==> src/rtl/sdp_fifo_ctrl.sv <==
// -----------------------------------------------------------------------------
// sdp_fifo_ctrl
// Single-clock FIFO built on a simple-dual-port storage array. Writes enter
// through a valid/ready sink. Reads leave through a first-word-fall-through
// valid/ready source whose data register is the registered RAM read output.
//
// Ports:
//   clk      in   clock, all logic on the rising edge
//   rst_n    in   synchronous active-low reset
//   s_valid  in   producer write request
//   s_ready  out  FIFO can accept a word (registered, = !full)
//   s_data   in   write data [DW-1:0]
//   m_valid  out  m_data holds the head word
//   m_ready  in   consumer takes the head word
//   m_data   out  head word [DW-1:0], registered RAM read output
//   count    out  words held, RAM plus output register [AW:0]
//   full     out  count == 2**AW
//   empty    out  count == 0
// -----------------------------------------------------------------------------
module sdp_fifo_ctrl #(
    parameter int AW = 4,
    parameter int DW = 4
) (
    input  logic          clk,
    input  logic          rst_n,
    input  logic          s_valid,
    output logic          s_ready,
    input  logic [DW-1:0] s_data,
    output logic          m_valid,
    input  logic          m_ready,
    output logic [DW-1:0] m_data,
    output logic [AW:0]   count,
    output logic          full,
    output logic          empty
);

    localparam int DEPTH = 2 ** AW;
    localparam int CW    = AW + 1;

    localparam logic [CW-1:0] DEPTH_CNT = CW'(DEPTH);
    localparam logic [CW-1:0] CNT_ZERO  = {CW{1'b0}};
    localparam logic [CW-1:0] CNT_ONE   = CW'(1);
    localparam logic [AW-1:0] PTR_ZERO  = {AW{1'b0}};
    localparam logic [AW-1:0] PTR_ONE   = AW'(1);
    localparam logic [DW-1:0] DATA_ZERO = {DW{1'b0}};

    logic [DW-1:0] mem_r [DEPTH];

    logic [AW-1:0] wptr_r;
    logic [AW-1:0] rptr_r;
    logic [CW-1:0] ram_cnt_r;
    logic [CW-1:0] count_r;
    logic          m_valid_r;
    logic [DW-1:0] m_data_r;
    logic          full_r;
    logic          empty_r;
    logic          s_ready_r;

    logic          wen_s;
    logic          ren_s;
    logic [CW-1:0] ram_cnt_next_s;
    logic          m_valid_next_s;
    logic [CW-1:0] count_next_s;

    // Port strobes: write when the sink handshake fires. Read the RAM whenever
    // it holds a word and the output register is empty or being emptied. The
    // two cannot address the same slot in one cycle: a read needs ram_cnt != 0
    // and a write needs count < DEPTH.
    always_comb begin
        wen_s = s_valid & s_ready_r;
        ren_s = (ram_cnt_r != CNT_ZERO) & (~m_valid_r | m_ready);
    end

    // Next occupancy and output-valid state. The flags are registered from
    // these so s_ready has no combinational path from m_ready.
    always_comb begin
        ram_cnt_next_s = ram_cnt_r;
        case ({wen_s, ren_s})
            2'b10:   ram_cnt_next_s = ram_cnt_r + CNT_ONE;
            2'b01:   ram_cnt_next_s = ram_cnt_r - CNT_ONE;
            default: ram_cnt_next_s = ram_cnt_r;
        endcase

        m_valid_next_s = m_valid_r;
        if (ren_s) begin
            m_valid_next_s = 1'b1;
        end else if (m_ready) begin
            m_valid_next_s = 1'b0;
        end else begin
            m_valid_next_s = m_valid_r;
        end

        count_next_s = ram_cnt_next_s + CW'(m_valid_next_s);
    end

    // Storage array write port; contents are never reset and writes are
    // suppressed while reset is asserted.
    always_ff @(posedge clk) begin
        if (rst_n && wen_s) begin
            mem_r[wptr_r] <= s_data;
        end
    end

    // Pointers, occupancy, output register and registered status flags.
    always_ff @(posedge clk) begin
        if (!rst_n) begin
            wptr_r    <= PTR_ZERO;
            rptr_r    <= PTR_ZERO;
            ram_cnt_r <= CNT_ZERO;
            count_r   <= CNT_ZERO;
            m_valid_r <= 1'b0;
            m_data_r  <= DATA_ZERO;
            full_r    <= 1'b0;
            empty_r   <= 1'b1;
            s_ready_r <= 1'b1;
        end else begin
            if (wen_s) begin
                wptr_r <= wptr_r + PTR_ONE;
            end
            if (ren_s) begin
                rptr_r   <= rptr_r + PTR_ONE;
                m_data_r <= mem_r[rptr_r];
            end
            ram_cnt_r <= ram_cnt_next_s;
            m_valid_r <= m_valid_next_s;
            count_r   <= count_next_s;
            full_r    <= (count_next_s == DEPTH_CNT);
            empty_r   <= (count_next_s == CNT_ZERO);
            s_ready_r <= (count_next_s != DEPTH_CNT);
        end
    end

    assign s_ready = s_ready_r;
    assign m_valid = m_valid_r;
    assign m_data  = m_data_r;
    assign count   = count_r;
    assign full    = full_r;
    assign empty   = empty_r;

endmodule

==> config.mk <==
export PLATFORM = sky130hd
export DESIGN_NAME = sdp_fifo_ctrl
export DESIGN_NICKNAME = d
export VERILOG_FILES = /design/src/rtl/sdp_fifo_ctrl.sv
export SDC_FILE = /design/constraint.sdc
export NUM_CORES = 1
export LEC_CHECK = 0
export CAP_MARGIN = 10
export CORE_MARGIN = 2
export CORE_UTILIZATION = 59
export CTS_BUF_LIST = sky130_fd_sc_hd__clkbuf_8 sky130_fd_sc_hd__clkbuf_16
export DETAILED_ROUTE_END_ITERATION = 8
export PLACE_DENSITY = 0.8
export SLEW_MARGIN = 0
export SYNTH_ARGS = -nofsm -noshare
export SYNTH_HDL_FRONTEND = slang
export SYNTH_SLANG_ARGS = --single-unit
==> constraint.sdc <==
create_clock -name clk -period 5.35 [get_ports clk]
set_input_delay 1.605 -clock clk [delete_from_list [all_inputs] [get_ports clk]]
set_output_delay 1.605 -clock clk [all_outputs]
set_load 0.005 [all_outputs]
Word-level counts from Yosys, hierarchy flattened:

Memory sizes are Yosys's and may differ from the RTL's. A register that Yosys moved wholly into a read port is not among the register bits.
Index checks and enable logic that the tools add are counted.

* register bits: 22
* bits in writable memories: 64
* bits of input ports: 8
* output and inout port bits: 13
* word-level logic and storage cells: 31
* memories kept: 1

Memory list
* mem_r: depth 16, bits a word 4, read ports 1, clocked after memory_dff 1, write ports 1, line 47 `logic [DW-1:0] mem_r [DEPTH];`

* add/sub/neg operators: 5
* equality and inequality tests: 4
* multiplexer cells: 5
* bitwise logic cells: 4
* reduce and logical (&&, ||, !) cells: 4

Operators with widths (count)
* $pmux W5 S2: 1
* $add A4 B1 Y4 const B: 2
* $add A5 B1 Y5: 1
* $add A5 B1 Y5 const B: 1
* $eq A5 B5 Y1 const B: 1
* $logic_not A5 Y1: 1
* $ne A5 B5 Y1 const B: 1
* $reduce_bool A5 Y1: 1
* $sub A5 B1 Y5 const B: 1
* $mux W1: 4
* $and A1 B1 Y1: 2
* $eq A2 B1 Y1 const B: 1
* $eq A2 B2 Y1 const B: 1
* $logic_and A1 B1 Y1: 1
* $logic_not A1 Y1: 1
* $not A1 Y1: 1
* $or A1 B1 Y1: 1

Longest topological paths before layout:

* depth in word-level cells: 7
* depth in mapped cells: 16
* gate-level depth less buffers: 14

Worst setup path before layout:

Ideal clock, no wire load.

* path kind: input port to flip-flop
* from: in m_ready
* to: reg empty_r, in the netlist empty
* library setup time: 0.119 ns
* arrival time: 4.294 ns
* required time: 5.231 ns
* setup slack: 0.937 ns
* cell stages on the path: 13
* buffers on the path: 1
* path through: inv_1 -> a21oi_1 -> buf_2 -> ha_1 -> inv_1 -> fa_1 -> mux2i_1 -> ha_1 -> nor4b_2 -> a311oi_2 -> a311o_1 -> a31o_1 -> o221a_2

* longest elaborated chain between the ends: 6
* elaborated cells between the ends (all ways): 9
* classes of those cells: add/sub: 1; eq/ne: 2; mux: 3; bitwise: 2; reduce/logical: 1

RTL lines
* start, declared: line 30 `input logic m_ready,`
* $or A1 B1 Y1 *: line 71 `ren_s = (ram_cnt_r != CNT_ZERO) & (~m_valid_r | m_ready);`
* $and A1 B1 Y1 *: line 71
* named net ren_s: line 60 `logic ren_s;`
* $eq A2 B1 Y1 / $eq A2 B2 Y1 (equally long branches): line 78 `case ({wen_s, ren_s})`
* $pmux W5 S2 *: line 78
* named net ram_cnt_next_s[1]: line 61 `logic [CW-1:0] ram_cnt_next_s;`
* $add A5 B1 Y5 *: line 93 `count_next_s = ram_cnt_next_s + CW'(m_valid_next_s);`
* $logic_not A5 Y1 *: line 128 `empty_r <= (count_next_s == CNT_ZERO);`
* end signal, assigned: line 128
* end, declared: line 56 `logic empty_r;`

Mark *: on every way through the listed nets, which the timed path passes. The rest lies on a longest branch.
A chain may end at the register's enable or synchronous reset.

Final worst setup path:

* from: in s_valid
* to: reg empty_r, in the netlist empty

* longest elaborated chain between the ends: 5
* elaborated cells between the ends (all ways): 6
* classes of those cells: add/sub: 1; eq/ne: 2; mux: 1; bitwise: 1; reduce/logical: 1

RTL lines
* start, declared: line 26 `input logic s_valid,`
* $and A1 B1 Y1 *: line 70 `wen_s = s_valid & s_ready_r;`
* $eq A2 B1 Y1 / $eq A2 B2 Y1 (equally long branches): line 78
* $pmux W5 S2 *: line 78
* named net ram_cnt_next_s[1]: line 61
* $add A5 B1 Y5 *: line 93
* $logic_not A5 Y1 *: line 128

Marked as above.

==> impl_summary.md <==
Power and ir drop
Combinational logic burns 38.2% of the power. The sequential group share of total power is 39.0%. The clock network burns 22.8% of the power. The net switching power of the design is 0.806 mW. The areal power density over the cells is 528 mW/mm^2. Cell internal power was estimated by the tool at 1.51 mW. In this run the static leakage power is 1.50 nW. The worst-case IR drop observed on VDD is 0.368 mV.

In this run switching power makes up 34.7% of total power.

Clock tree
The number of hold buffers added after CTS is 0. In this run the number of H-tree levels came out at 3. The clock tree from TritonCTS is built. The clock latency at the later pin of the worst-skew pair is 360 ps. The number of post-CTS setup repair buffers is 0. The clock net in this run drives a total of 90 sinks.

After clock tree synthesis, the repair step resized 0 gates. The clock-pin slew on the worst setup and hold paths is 100 ps. The number of buffers created by CTS is 9. The longest clock path from root to sink contains 2 buffers.

The cell at the root of the clock tree is sky130_fd_sc_hd__clkbuf_8.

Global route
The number of antenna violations at the first check in global routing is 0. The number of global-route vias before repair was 2192. The pin count of the biggest net entering global routing is 22. The global route total overflow is 0. The first global-routing pass estimated 11500 um of wire. The total global routing track utilization is 21.5%.

Setup path
The critical path launch point type is an input pin. The kind of critical path is in2reg. The capturing element type of the critical path is a register.

STA puts the critical path data arrival time at 4940 ps. In this run the worst path has a maximum fanout of 8. The register-to-register setup slack is 1570 ps.

At the worst endpoint, the required time is 5610 ps.

Finish
At the end of the flow, the number of nets in the layout was 307. The multi-input logic area is 0.00136 sq mm. The library cell used most frequently in the layout, excluding fill and tap cells, is sky130_fd_sc_hd__edfxtp_1. The number of fillers in the final layout is 432. The footprint of the flip-flops and latches is 0.00244 sq mm.

The antenna cell count is 0. The share of post-route cells with drive strength above 1 is 13.4%. The library cells used most frequently in the layout, excluding fill and tap cells, are 64 x sky130_fd_sc_hd__edfxtp_1, 36 x sky130_fd_sc_hd__nor2_1, 26 x sky130_fd_sc_hd__dfxtp_1, 20 x sky130_fd_sc_hd__clkdlybuf4s50_1, 15 x sky130_fd_sc_hd__nand2_1. The area added between synthesis and finish is 12.3%.

Floorplan
The die height is 85.4 um. The core region is 0.00639 sq mm. The die is 85.4 um wide.

In this run the count of I/O pins placed on the die edge is 21. The floorplan row count is 29. The effective utilization at floorplan is 61.3%. The die covers 0.00730 sq mm.

Run
The tool flagged a number of max-cap violations equal to 0.

Timing
In the finished design, the share of the clock period the worst path needs comes to 87.4%. Hold timing on the final database bottoms out at a slack of 459 ps. After routing, the total negative slack on setup checks comes to 0 ps.

Measured against its own limit, the worst slew margin works out to 24.4%. Setup repair after global routing left no endpoint under its margin. Setup violations remaining at the end of the flow were counted as 0. The transition time at the pin with the least slew margin is 1130 ps. The worst clock skew is 14.9 ps.

The total count of hold-check failures in the final report is 0. Derived from the worst setup path, the maximum achievable clock frequency is 214 MHz. The total count of max-transition violations in the final report is 0.

The clock period minus final worst setup slack is 4670 ps.

Logic synthesis
The cell area after technology mapping is 0.00391 sq mm. Synthesis produced a netlist whose cell count is 264. The Yosys step of the flow raised 0 warnings. The synthesized area divided by synthesized cell count is 14.8 sq um.

By area the synthesized netlist is led by sky130_fd_sc_hd__edfxtp_1 49%, sky130_fd_sc_hd__dfxtp_1 13%, sky130_fd_sc_hd__mux4_2 7.5%. The synthesized design spends more area on one cell type than any other, namely sky130_fd_sc_hd__edfxtp_1. When the netlist entered floorplanning its net count stood at 284.

In this run, synthesis produced a sequential element count of 90. The number of distinct standard cells referenced by the synthesized netlist is 46. The share of the Yosys chip area taken by registers is 62.4%. The fraction of post-synthesis cell area in the top cell type by area is 49.1%.

Detailed routing
The first detailed-routing pass took 5 iterations. The post-detailed-route wirelength per cell is 19.4 um. Detailed routing inserted a total of 2190 vias. Using the TritonRoute via totals, the vias-per-cell ratio works out to 5.93. The count of nets left with antenna violations once routing finished came out at 0.

The detailed router finished its first iteration with 236 violations. The final wirelength is 7140 um. The number of remaining DRC errors is 0.

Placement
Buffers placed on the I/O ports in this run total 20. The final RePlAce weighted congestion is 0.846. The detailed placer's ending HPWL is 4910 um.

Status
The flow ran to the end, and the final reports show no timing, DRC or antenna violations.

Min path
The worst hold path belongs to the class reg2reg.
[critical path: stages]
cell and delay, ps:
sky130_fd_sc_hd__clkdlybuf4s50_1 450, sky130_fd_sc_hd__and2_1 280, sky130_fd_sc_hd__inv_1 130, sky130_fd_sc_hd__ha_1 310, sky130_fd_sc_hd__inv_1 130, sky130_fd_sc_hd__fa_1 440
sky130_fd_sc_hd__mux2i_1 200, sky130_fd_sc_hd__ha_1 280, sky130_fd_sc_hd__nor4b_2 290, sky130_fd_sc_hd__a311oi_2 130, sky130_fd_sc_hd__a311o_1 400, sky130_fd_sc_hd__a31o_1 190
sky130_fd_sc_hd__o221a_2 110
[flip-flops by register name, indices dropped and copies added (netlist names)]
signal,cells
count,5
empty,1
wptr_r,4
mem_r,64
m_valid,1
m_data,4
full,1
s_ready,1
rptr_r,4
ram_cnt_r,5
[power groups by stage]
stage	Clock [mW]	Combinational, mW	Sequential, mW
finish	0.529	0.887	0.905
global route	0.565	0.964	0.917
CTS	0.536	0.883	0.907
detailed placement	0	0.875	0.924
global placement	0	0.842	0.920
floorplan	0	0.693	0.861
[worst paths after layout]
check                                             start                     end  cells after the start
worst max-delay path                            s_valid        empty$_SDFF_PN1_                     13
worst min-delay path             m_data[1]$_SDFFE_PN0P_  m_data[1]$_SDFFE_PN0P_                      2
worst max register to register  ram_cnt_r[4]$_SDFF_PN0_        empty$_SDFF_PN1_                     13
worst min register to register   m_data[1]$_SDFFE_PN0P_  m_data[1]$_SDFFE_PN0P_                      2
[metrics by stage]
stage | util (%) | cell area [sq um] | power, mW | instances | setup WS (ps)
floorplan | - | 3910 | 1.55 | 264 | 937
global placement | 65.2 | 4170 | 1.76 | 353 | 505
detailed placement | 65.2 | 4170 | 1.80 | 353 | 343
CTS | 68.8 | 4400 | 2.33 | 369 | 725
global route | 68.8 | 4400 | 2.45 | 369 | 527
finish | 68.8 | 4400 | 2.32 | 369 | 676
[cell usage after synthesis (all sizes together)]
cell type,number
o311ai,1
nor3,2
inv,11
nand4b,1
mux4,20
o221a,1
and2,7
and4,1
fa,1
or3,1
xnor2,9
xor2,7
o211ai,1
clkbuf,5
nand3b,2
nand4,2
ha,11
o31ai,1
a311oi,1
o211a,1
dfxtp,26
buf,7
nor2,36
nand2,15
a311o,1
a21oi,5
a31o,1
mux2i,3
nor4b,2
nor3b,1
o221ai,1
a221oi,1
edfxtp,64
nand2b,1
nand3,7
or4,1
and3b,1
o21ai,5
[logic make-up (layout without fill, tap and decap cells)]
| kind of cell | count (synthesis) | count (layout) | synth area share, % |
|---|---|---|---|
| DFF | 90 | 90 | 62.4 |
| and+or+nand+nor | 80 | 80 | 9.98 |
| muxes | 23 | 23 | 13.0 |
| buffers and inverters | 23 | 51 | 2.94 |
| AOI/OAI and AO/OA | 20 | 20 | 3.90 |
| xor gates and xnor gates | 16 | 16 | 3.77 |
| adders and majority gates | 12 | 12 | 4.03 |
[layout make-up]
| type | instances | share of cell area, % |
|---|---|---|
| clock inverters | 7 | 2.42 |
| inverters | 11 | 0.939 |
| repair buffers | 24 | 5.24 |
| clock buffers | 9 | 2.82 |
| flip-flops and latches | 90 | 55.6 |
| multi-input cells | 151 | 30.8 |
| well taps | 77 | 2.19 |
[per-layer routing]
metal / vias up / wire (um) / GRT usage (%)
met1: 1078 / 3110 / 29.0
li1: 1033 / - / -
met3: 8 / 367 / 5.54
met4: 0 / 87 / 6.49
met5: - / 0 / 0
met2: 71 / 3580 / 34.8
(Power assumes the default switching activity.)
